$ cat config.mk
export PLATFORM = sky130hd
export DESIGN_NAME = alu_iter_exec
export DESIGN_NICKNAME = d
export VERILOG_FILES = /design/src/rtl/alu_iter_exec.sv
export SDC_FILE = /design/constraint.sdc
export NUM_CORES = 1
export LEC_CHECK = 0
export ABC_AREA = 0
export CAP_MARGIN = 20
export CORE_ASPECT_RATIO = 1.4
export CORE_MARGIN = 3
export CORE_UTILIZATION = 40
export CTS_CLUSTER_DIAMETER = 100
export DETAILED_ROUTE_END_ITERATION = 16
export SETUP_SLACK_MARGIN = 0.4
export SKIP_CTS_REPAIR_TIMING = 1
export SYNTH_ARGS = -nofsm -noshare
export SYNTH_HDL_FRONTEND = slang
export SYNTH_SLANG_ARGS = --single-unit
$ cat constraint.sdc
create_clock -name clk -period 4.86 [get_ports clk]
set_clock_uncertainty 0.2 [all_clocks]
set_input_delay 0.972 -clock clk [delete_from_list [all_inputs] [get_ports clk]]
set_output_delay 0.972 -clock clk [all_outputs]
set_load 0.01 [all_outputs]
$ cat src/rtl/alu_iter_exec.sv
// alu_iter_exec: multi-cycle execute unit behind a valid/ready handshake.
// Logic, arithmetic, compare and equality ops take 1 cycle. Shifts step one
// bit per cycle, so latency is 1+shamt.
// Optional build macro: BARREL_SHIFT_EN. When it is defined, shifts are computed
// combinationally at accept and every op takes 1 cycle. Results are the same
// in both builds; only the timing differs.
module alu_iter_exec #(
    parameter int DATA_WIDTH = 32,
    parameter int SHAMT_W    = $clog2(DATA_WIDTH)
) (
    input  logic                  clk,
    input  logic                  reset,
    input  logic                  in_valid,
    output logic                  in_ready,
    input  logic [3:0]            Operation,
    input  logic [DATA_WIDTH-1:0] SrcA,
    input  logic [DATA_WIDTH-1:0] SrcB,
    output logic                  out_valid,
    input  logic                  out_ready,
    output logic [DATA_WIDTH-1:0] ALUResult,
    output logic                  Zero,
    output logic                  Illegal
);
    localparam int W = DATA_WIDTH;

`ifdef BARREL_SHIFT_EN
    typedef enum logic [1:0] {IDLE, DONE} state_t;
`else
    typedef enum logic [1:0] {IDLE, DONE, SHIFT} state_t;
`endif

    state_t               state, state_d;
    logic [SHAMT_W-1:0]   shamt;
    logic                 is_shift;
    logic [W-1:0]         res_c;
    logic                 ill_c;
    logic [W-1:0]         result_q;
    logic                 zero_q;
    logic                 illegal_q;

`ifndef BARREL_SHIFT_EN
    logic [3:0]           op_q;
    logic [SHAMT_W-1:0]   cnt;
    logic [W-1:0]         work;
    logic [W-1:0]         step;
`endif

    assign shamt     = SrcB[SHAMT_W-1:0];
    assign is_shift  = (Operation == 4'b0100) || (Operation == 4'b1001) || (Operation == 4'b1101);
    assign in_ready  = (state == IDLE);
    assign out_valid = (state == DONE);
    assign ALUResult = result_q;
    assign Zero      = zero_q;
    assign Illegal   = illegal_q;

    // Single-cycle result for the request presented at the inputs.
    always_comb begin
        res_c = '0;
        ill_c = 1'b0;
        case (Operation)
            4'b0000: res_c = SrcA & SrcB;
            4'b0001: res_c = SrcA | SrcB;
            4'b0010,
            4'b1100: res_c = SrcA + SrcB;
            4'b0011,
            4'b0111: res_c = {{(W-1){1'b0}}, ($signed(SrcA) < $signed(SrcB))};
            4'b0101: res_c = SrcA ^ SrcB;
            4'b0110: res_c = SrcA - SrcB;
            4'b1000: res_c = {{(W-1){1'b0}}, (SrcA == SrcB)};
`ifdef BARREL_SHIFT_EN
            4'b0100: res_c = $signed(SrcA) >>> shamt;
            4'b1001: res_c = SrcA << shamt;
            4'b1101: res_c = SrcA >> shamt;
`else
            // Only reached as a final result when shamt==0; otherwise the
            // SHIFT state produces the value.
            4'b0100,
            4'b1001,
            4'b1101: res_c = SrcA;
`endif
            default: begin
                res_c = '0;
                ill_c = 1'b1;
            end
        endcase
    end

`ifndef BARREL_SHIFT_EN
    // One-bit shift of the working register in the captured direction.
    always_comb begin
        step = work;
        case (op_q)
            4'b0100: step = {work[W-1], work[W-1:1]};
            4'b1001: step = {work[W-2:0], 1'b0};
            default: step = {1'b0, work[W-1:1]};
        endcase
    end
`endif

    // State register.
    always_ff @(posedge clk) begin
        if (reset) state <= IDLE;
        else       state <= state_d;
    end

    // Next-state logic.
    always_comb begin
        state_d = state;
        case (state)
            IDLE: begin
                if (in_valid) begin
`ifdef BARREL_SHIFT_EN
                    state_d = DONE;
`else
                    if (is_shift && (shamt != '0)) state_d = SHIFT;
                    else                           state_d = DONE;
`endif
                end
            end
`ifndef BARREL_SHIFT_EN
            SHIFT:   if (cnt == SHAMT_W'(1)) state_d = DONE;
`endif
            DONE:    if (out_ready) state_d = IDLE;
            default: state_d = IDLE;
        endcase
    end

    // Datapath. The result and Zero registers load only when the op finishes,
    // so intermediate shift values never appear on the outputs.
    always_ff @(posedge clk) begin
        if (reset) begin
            result_q  <= '0;
            zero_q    <= 1'b1;
            illegal_q <= 1'b0;
`ifndef BARREL_SHIFT_EN
            op_q      <= '0;
            cnt       <= '0;
            work      <= '0;
`endif
        end else begin
            if (state == IDLE && in_valid) begin
                illegal_q <= ill_c;
                if (state_d == DONE) begin
                    result_q <= res_c;
                    zero_q   <= (res_c == '0);
                end
`ifndef BARREL_SHIFT_EN
                op_q <= Operation;
                cnt  <= shamt;
                work <= SrcA;
`endif
            end
`ifndef BARREL_SHIFT_EN
            if (state == SHIFT) begin
                work <= step;
                cnt  <= cnt - SHAMT_W'(1);
                if (cnt == SHAMT_W'(1)) begin
                    result_q <= step;
                    zero_q   <= (step == '0);
                end
            end
`endif
        end
    end
endmodule

==> impl_metrics.toml <==
[run_status]
status = "finished, final reports clean"

[setup_path]
cp_data_required_time_ns = 4.90
slowest_stage = "clkdlybuf4s50_1"
crit_buf_inv = 6
crit_type = "input port to flip-flop"
slowest_delay_ns = 0.52
cp_data_arrival_time_ns = 4.46
path_cells = "clkdlybuf4s50_1 > inv_1 > ha_1 > buf_4 > inv_1 > o211ai_1 > o211ai_1 > a221oi_4 > buf_6 > o41ai_1 > a221o_1 > and3_4 > buf_4 > nor4_2 > nand4b_1 > o41ai_2"
cp-end-kind = "flip-flop"
crit_fanout = 12
cpLargestDelayFamily = "compound AO/OA/AOI/OAI gates"
cp-start-kind = "input port"

[timing]
min_period_ns = 4.42
hold_viol = 0
tns_ns = 0
max_slew_margin_pct = 38.4
fin_hold_ws_ns = 0.257
finalSetupViolCount = 0
max_freq_mhz = 226
rsz0062_at_grt = "true"
tightest_slew_ns = 0.921
report.final.slew_viol_count = 0
final.setup.worst_slack_ns = 0.436
fin_crit_sh_pct = 91.0

[route]
route.detailed.drc = 0
wl_um = 44900
via_per_inst = 6.09
first_pass_iters = 8
wire_per_inst_um = 22.6
drtIter0Drc = 1090
detail-route-antenna-nets = 0
vias = 12100

[floorplanning]
placementRows = 67
die_area_um2 = 26400
dieHeight_um = 191
io_pins = 108
initial_core_util_pct = 40.8
design.core.area_um2 = 24000
die_w_um = 138

[global_routing]
grt_max_degree = 46
antenna_found_initial = 0
grt-ovfl-total = 0
first_global_vias = 11300
grt_pass1_wl_um = 66700
grt_use_total_pct = 31.8

[synthesis]
synthesis.nets = 1565
yosysSeqAreaShare_pct = 15.8
ys_warn_count = 0
yosysUniqueCellTypes = 88
async_flop_share_pct = 0
synth.ff_latch_count = 77
synth_edf_count = 0
ys.flop_type = "dfxtp_1"
syn_area_um2 = 9790
syn_avg_cell_area_um2 = 7.09
synthCells = 1381

[clocking]
clock_sinks = 77
tritoncts = "built"
numCtsBuffers = 9
htreeDepth = 3
ctsLongestPathBuffers = 2
root_buffer = "clkbuf_16"
clkTransAtPathRegs_ns = 0.06
clk_latency_ns = 0.33

[place]
place_inst = 1958
io_buffers = 107
dp_slack_ns = -0.464
placed_cell_area_um2 = 12800
place.gp.congestion = 0.996
dpl.hpwl_um = 35500

[worst_hold_path]
holdCritPathClass = "flip-flop to flip-flop"

[cells_and_area]
area_delta_synth_final_pct = 40.5
instances_no_fill = 1983
final_util_pct = 57.4
nets = 1854
postLayoutCellArea_um2 = 13800
n_antenna_cell = 0
drive_gt1_share_pct = 25.3
layout_commonest_cell = "buf_4"
mostFrequentLayoutCells = "buf_4, nor2_1, nand2_1"

[power]
powerDensity_nw_per_um2 = 214
ir_worst_vdd_uv = 280
total_power_mw = 2.94
leakagePower_nw = 6.03

[job]
cap_violations = 0
## worst min-delay path: cells and delay by family, from the launching register on
family,cells,cell delay (ns)
AOI/OAI and AO/OA,1,0.05
and+or+nand+nor,1,0.05
DFF,1,0.31
## flip-flops by register name, indices dropped and copies added (netlist names)
name and cells:
ALUResult 32, op_q 4, Illegal 1, state 2
cnt 5, Zero 1, work 32
## metal layers
| metal | part of all wire (%) | up-vias | GRT usage (%) | wire (um) |
|---|---|---|---|---|
| li1 | - | 5651 | - | - |
| met1 | 41 | 5706 | 39.9 | 18200 |
| met2 | 47 | 572 | 54.5 | 21200 |
| met3 | 6.6 | 138 | 3.13 | 2960 |
| met4 | 5.8 | 0 | 15.7 | 2590 |
| met5 | 0 | - | 0 | 0 |
## kinds of logic (layout without fill, tap and decap cells)
kind of cell	count (synthesis)	after routing	share of synthesized area, %
AND/OR/NAND/NOR	488	488	23.9
AO/OA/AOI/OAI	464	464	33.5
buffers and inverters	196	488	7.70
adder cells (fa/ha/maj)	112	112	14.5
flip-flops	77	77	15.8
multiplexers	38	38	4.14
XOR/XNOR	6	6	0.537
## final timing paths
path                            startpoint       to  slack (ns)  depth (start not counted)
worst min-delay path               Illegal  Illegal        0.26                          2
worst max register to register    state[0]     Zero        1.73                         13
worst max-delay path              SrcB[18]     Zero        0.44                         16
worst min register to register     Illegal  Illegal        0.26                          2
## synthesized netlist by cell type (all sizes together) (10+ instances only)
cell type  number  area (um^2)
nor3           28          140
nand2b         18          113
nor2b          18          113
or3            10         62.6
ha            110         1380
a21oi         117          586
nand2         133          499
o211ai         25          188
a22oi          26          195
o31ai          11         82.6
a211oi         33          248
o21ai          67          335
inv            99          372
mux2i          18          180
nor4           22          144
buf            21         96.3
mux2           20          225
o2111ai        10         87.6
a221oi         27          260
or2            10         62.6
and3           10         67.6
nor2          162          608
a21o           13         97.6
clkbuf         76          285
o221ai         11         96.3
nand4          16          100
nand3          26          130
a31oi          13         87.6
a311oi         12          123
dfxtp          77         1540
## where the power goes
group,internal [mW],switching [mW],total [mW]
Clock,0.405,0.248,0.654
Combinational,0.698,0.844,1.54
Sequential,0.693,0.0493,0.742
## final cells by class
type | count | area (um^2)
clock buffers | 12 | 246
clock inverters | 2 | 35.0
fillers | 2368 | 10200
inverters | 99 | 372
multi-input cells | 1108 | 8010
flip-flops and latches | 77 | 1540
well taps | 310 | 388
repair buffers | 375 | 3160
Note: power is estimated with default switching activity, not from simulation.
